<file path="src/rtl/regfile_wrport.sv">
// 32x32 MIPS register file: one write port, two combinational read ports, $zero hardwired.
// Optional macro REGFILE_WRITE_BYPASS_EN enables write-first bypass onto the read ports.
module regfile_wrport #(
  parameter int WIDTH      = 32,
  parameter int DEPTH_LOG2 = 5,
  parameter int CNT_WIDTH  = 16
) (
  input  logic                  clk,
  input  logic                  reset_n,
  input  logic                  regwr,
  input  logic [DEPTH_LOG2-1:0] wraddr,
  input  logic [WIDTH-1:0]      wrdata,
  input  logic [DEPTH_LOG2-1:0] rdaddr1,
  input  logic [DEPTH_LOG2-1:0] rdaddr2,
  output logic [WIDTH-1:0]      rddata1,
  output logic [WIDTH-1:0]      rddata2,
  output logic [CNT_WIDTH-1:0]  wr_count,
  output logic [DEPTH_LOG2-1:0] last_wraddr,
  output logic                  last_wr_valid
);

  localparam int DEPTH = 1 << DEPTH_LOG2;

  // Entry 0 has no storage; it always reads as zero.
  logic [WIDTH-1:0] regs [1:DEPTH-1];
  logic             commit;

  assign commit = regwr && (wraddr != '0);

  for (genvar g = 1; g < DEPTH; g++) begin : g_reg
    localparam logic [DEPTH_LOG2-1:0] ADDR = DEPTH_LOG2'(g);
    always_ff @(posedge clk or negedge reset_n) begin
      if (!reset_n) begin
        regs[g] <= '0;
      end else if (commit && (wraddr == ADDR)) begin
        regs[g] <= wrdata;
      end
    end
  end

  always_ff @(posedge clk or negedge reset_n) begin
    if (!reset_n) begin
      wr_count      <= '0;
      last_wraddr   <= '0;
      last_wr_valid <= 1'b0;
    end else if (commit) begin
      if (wr_count != '1) begin
        wr_count <= wr_count + 1'b1;
      end
      last_wraddr   <= wraddr;
      last_wr_valid <= 1'b1;
    end
  end

  always_comb begin
    rddata1 = '0;
    if (rdaddr1 != '0) begin
      rddata1 = regs[rdaddr1];
`ifdef REGFILE_WRITE_BYPASS_EN
      if (commit && (rdaddr1 == wraddr)) begin
        rddata1 = wrdata;
      end
`endif
    end
  end

  always_comb begin
    rddata2 = '0;
    if (rdaddr2 != '0) begin
      rddata2 = regs[rdaddr2];
`ifdef REGFILE_WRITE_BYPASS_EN
      if (commit && (rdaddr2 == wraddr)) begin
        rddata2 = wrdata;
      end
`endif
    end
  end

endmodule
</file>
<file path="config.mk">
export PLATFORM = sky130hd
export DESIGN_NAME = regfile_wrport
export DESIGN_NICKNAME = d
export VERILOG_FILES = /design/src/rtl/regfile_wrport.sv
export SDC_FILE = /design/constraint.sdc
export NUM_CORES = 2
export LEC_CHECK = 0
export ABC_AREA = 1
export CAP_MARGIN = 25
export CELL_PAD_IN_SITES_DETAIL_PLACEMENT = 1
export CELL_PAD_IN_SITES_GLOBAL_PLACEMENT = 2
export CORE_MARGIN = 10
export CORE_UTILIZATION = 38
export CTS_CLUSTER_SIZE = 30
export DETAILED_ROUTE_END_ITERATION = 6
export PLACE_DENSITY_LB_ADDON = 0.1
export SLEW_MARGIN = 10
export SYNTH_ARGS = -nofsm -noshare
export SYNTH_HDL_FRONTEND = slang
export SYNTH_SLANG_ARGS = --single-unit
</file>
<file path="constraint.sdc">
create_clock -name clk -period 3.2 [get_ports clk]
set_input_delay 0.48 -clock clk [delete_from_list [all_inputs] [get_ports clk]]
set_output_delay 0.48 -clock clk [all_outputs]
set_load 0.02 [all_outputs]
</file>
# [Word level (Yosys, flattened, before mapping)]
# Index checks and enable logic that the tools add are counted.
[word_totals] wordCells=115 register_bits=1014 in_bits=50
[op_classes] order_cmp=2 n_addsub=1 muxes=8 bitwise_logic=2 reduce_logical=36 n_eq_ne=32
[op_table] op="$bmux W32 S5" count=2
[op_table] op="$mux W32" count=6
[op_table] op="$eq A5 B5 Y1 const B" count=16
[op_table] op="$eq A5 B4 Y1 const B" count=8
[op_table] op="$logic_and A1 B1 Y1" count=32
[op_table] op="$eq A5 B3 Y1 const B" count=4
[op_table] op="$add A16 B1 Y16 const B" count=1
[op_table] op="$ne A16 B16 Y1 const B" count=1
[op_table] op="$reduce_bool A5 Y1" count=3
[op_table] op="$ge A6 B6 Y1 const B" count=2
[op_table] op="$not A5 Y6" count=2
[op_table] op="$eq A5 B2 Y1 const B" count=2
[op_table] op="$eq A5 B1 Y1 const B" count=1
[op_table] op="$reduce_and A2 Y1" count=1

# [Logic depth before layout (Yosys ltp)]
[logic_depth] ltp_word=5 mapped_depth=13

# [Worst setup path before layout]
# No wires, ideal clock.
[synth_timing] path_type="input to output" from="in rdaddr1[0]" to="out rddata1[16]" arrival_time_ns=1.767 path_slack_ns=0.953 path_buffers=3 path_stages=12 required_time_ns=2.720 cell_sequence="buf_2 > inv_2 > clkbuf_1 > clkbuf_1 > nand2_1 > nand3_1 > nand2_1 > nand2_1 > nand3_1 > nand2_1 > nand2_1 > nand2_1"
[synth_via] elab_chain_len=5
[synth_rtl] item="from (decl)" line_no="13" text="input logic [DEPTH_LOG2-1:0] rdaddr1,"
[synth_rtl] item="$not A5 Y6 (not written as such)" line_no="58" text="rddata1 = regs[rdaddr1];"
[synth_rtl] item="$bmux W32 S5" line_no="58"
[synth_rtl] item="$mux W32 (not written as such) (2 in a row)" line_no="58"
[synth_rtl] item="$mux W32 (*)" line_no="57" text="if (rdaddr1 != '0) begin"
[synth_rtl] item="to (decl)" line_no="15" text="output logic [WIDTH-1:0] rddata1,"
# Every way passes the cells marked *; elsewhere a longest branch is shown, timed or not. The select of a mux whose other input is x is not followed.

# [Worst setup path in the final report]
[layout_timing] from="in rdaddr2[0]" to="out rddata2[29]"
[layout_via] elab_chain_len=5
[layout_rtl] item="from (decl)" line_no="14" text="input logic [DEPTH_LOG2-1:0] rdaddr2,"
[layout_rtl] item="$not A5 Y6 (not written as such)" line_no="70" text="rddata2 = regs[rdaddr2];"
[layout_rtl] item="$bmux W32 S5" line_no="70"
[layout_rtl] item="$mux W32 (not written as such) (2 in a row)" line_no="70"
[layout_rtl] item="$mux W32 (*)" line_no="69" text="if (rdaddr2 != '0) begin"
[layout_rtl] item="to (decl)" line_no="16" text="output logic [WIDTH-1:0] rddata2,"
# Marks and branches as above.

==> reports/results.ini <==
[outcome]
status = complete, no violations

[sta]
finalSetupViolCount = 0
report.final.slew_viol_count = 0
fin_crit_sh_pct = 98.9
fin_skew_ps = 2.15
worstMarginPinSlew_ps = 978
min_period_ps = 3170
rsz0062_at_grt = true
hold_viol_final = 0
slew-limit-headroom_pct = 34.8
max_freq_mhz = 316

[setup_path]
cp.arrival_ps = 2690
path_buf_inv = 5
critPathMaxFanout = 46
rr_worst_depth = 9
critPathMaxStageDelay_ps = 640
r2r_slack_ps = 1260
r2r-end = wr_count[6]
worstPathCellList = buf_8 -> inv_8 -> buf_16 -> nand2_1 -> nand2_1 -> nand2_1 -> nand2_1 -> nand2_1 -> nand2_1 -> inv_1 -> nand2_1 -> nand2_1 -> nand2_1 -> clkdlybuf4s50_1
path_common_cell = nand2_1
endpoint_kind = output port
r2r-start = wr_count[0]
crit_family = buffers and inverters
path_class = primary input to output port
cp_slowest_cell = clkdlybuf4s50_1
start_kind = primary input
critPathRequiredTime_ps = 2720

[clock_network]
worstSkewPairLatency_ps = 770
cts_root_buf = clkbuf_16
cts-buffers-inserted = 134
cts.reportedPaths.clkPinSlew_ps = 50
clock_sinks = 1014
cts_buffer_depth = 3
cts_tree = yes
cts_htree_levels = 4

[routing]
drt-initial-drc-count = 5465
via_per_inst = 5.55
ant_nets = 0
post_drt_wl_per_cell_um = 25.0
drc = 0
drt_wl_total_um = 282000
drtPass1Iterations = 5
vias = 62378

[grt]
grt_pass1_wl_um = 421000
overflow = 0
grt_max_degree = 119
track_usage_pct = 31.9
antenna_found_initial = 3
grt_pass1_vias = 63579

[floorplanning]
initial_utilization_pct = 38.3
rows = 144
io-pin-count = 136
die_area_um2 = 172000
core-area_um2 = 154000
fp.dieW_um = 414
die_h_um = 414

[synthesis]
yosysTopAreaCell = dfrtp_1
yosysSeqAreaShare_pct = 43.0
yosys-top-cells-area = dfrtp_1 43%, nand2_1 25%, nand3_1 9.9%
ys_top_cells_by_count = 3969 x nand2_1, 1166 x nand3_1, 1014 x dfrtp_1, 853 x inv_1, 675 x o21ai_0
synth_nets = 9122
synth.distinct_cells = 26
synth.top_cell.area_share_pct = 43.0
synth-edff-count = 0
synthArstFlopShare_pct = 100
yosys.cell_count.top_type = nand2_1
syn_area_um2 = 59100
synth_cells = 9071
yosysWarnings = 0
synth_seq_cells = 1014
synth.avg_cell_area_um2 = 6.51
synth_ff_type = dfrtp_1

[placed_design]
gp_congestion = 0.867
port_buffers = 135
placed_cell_area_um2 = 65800
hpwl_um = 180000

[min_path]
hold_path_class = primary input to asynchronous set/reset pin

[finish]
finalInstanceArea_um2 = 70400
syn_to_final_growth_pct = 19.2
layout-drive-gt1-share_pct = 7.80
regArea_um2 = 25400
num-fill-cells = 19789
finalNetCount = 9147
multi_input_area_um2 = 28000

[power_and_ir_drop]
powerDensity_nw_per_um2 = 606
vdd_drop_max_mv = 0.535
p_total_mw = 42.7
leakagePower_nw = 35.9

[job]
drv_cap = 0

-- kinds of logic (layout without fill, tap and decap cells) --
logic type	Yosys count	in the layout	share of synthesized area, %
AO/OA/AOI/OAI	1201	1201	10.3
adder cells (fa/ha/maj)	1	1	0.0212
AND/OR/NAND/NOR	5318	5318	36.5
other	0	2	0
XOR/XNOR	8	8	0.119
buffers and inverters	1529	1659	10.0
flip-flops	1014	1014	43.0
-- routing by layer --
metal  global-route usage (%)  up-vias  share of wire (%)
li1                         -    28408                  -
met1                     43.2    31413                 44
met2                     51.5     1995                 46
met3                     4.37      562                5.8
met4                     12.3        0                4.2
met5                        0        -                  0
-- how the worst max path moves through the flow --
stage          startpoint           to  slack (ps)  cells past startpoint
2_1_floorplan  rdaddr1[0]  rddata1[16]         950                     12
3_3_place_gp   rdaddr2[0]   rddata2[6]          40                     14
3_5_place_dp   rdaddr2[0]   rddata2[2]          40                     12
4_1_cts         regs[318]  rddata2[30]          10                     11
5_1_grt        rdaddr2[0]  rddata2[29]        -100                     15
6_report       rdaddr2[0]  rddata2[29]          30                     14
-- timing repair --
action / in CTS / in global routing
gates resized for setup: 9 / 19
endpoints found under the setup margin: 8 / 24
hold buffers: 1 / 0
pin swaps: 0 / 0
cloned: 0 / 1
buffers inserted: 0 / 0
endpoints found under the hold margin: 73 / 0
-- cell usage in the layout (no fill, tap or decap), drive strengths merged, types with 3 or more instances in the layout --
cell type,netlist,routed
nand4,4,4
nand3,1166,1166
nand2,3983,3983
clkinv,2,15
xnor2,4,4
clkdlybuf4s50,0,87
inv,859,869
o21ai,1006,1006
dlymetal6s2s,0,15
xor2,4,4
nor2,156,156
nand3b,3,3
dlygate4sd2,0,7
a21oi,164,164
clkbuf,463,211
o21a,31,31
nor3,5,5
dfrtp,1014,1014
bufinv,0,7
buf,205,446
-- registers in the layout, summed over array words and instances (netlist names) --
name	flops
last_wr_valid	1
last_wraddr	5
regs	992
wr_count	16
-- metrics by stage --
step,setup TNS (ps),setup slack [ps],instances,hold WS (ps),utilization [%]
3_3_place_gp,0,38.5,11002,411,42.6
3_5_place_dp,0,41.5,11002,405,42.6
2_1_floorplan,0,953,9071,184,-
4_1_cts,0,14.6,11244,178,45.6
6_report,0,34.7,11247,197,45.6
5_1_grt,-248,-98.7,11245,211,45.6
-- final cells by class --
class | count | share of cell area (%)
clock inverter | 31 | 0.547
inverter | 861 | 4.65
tap | 2044 | 3.63
sequential | 1014 | 36.0
antenna | 2 | 0.00711
multi-input combinational | 6528 | 39.7
timing repair buffer | 557 | 9.51
clock buffer | 210 | 5.88
-- power breakdown --
part           switching [mW]  leakage, nW  internal [mW]
logic                    6.15         20.6           3.51
registers                1.97         13.0           15.3
clock network            6.29         2.23           9.43
No activity file was read; power rests on OpenSTA's default activity.
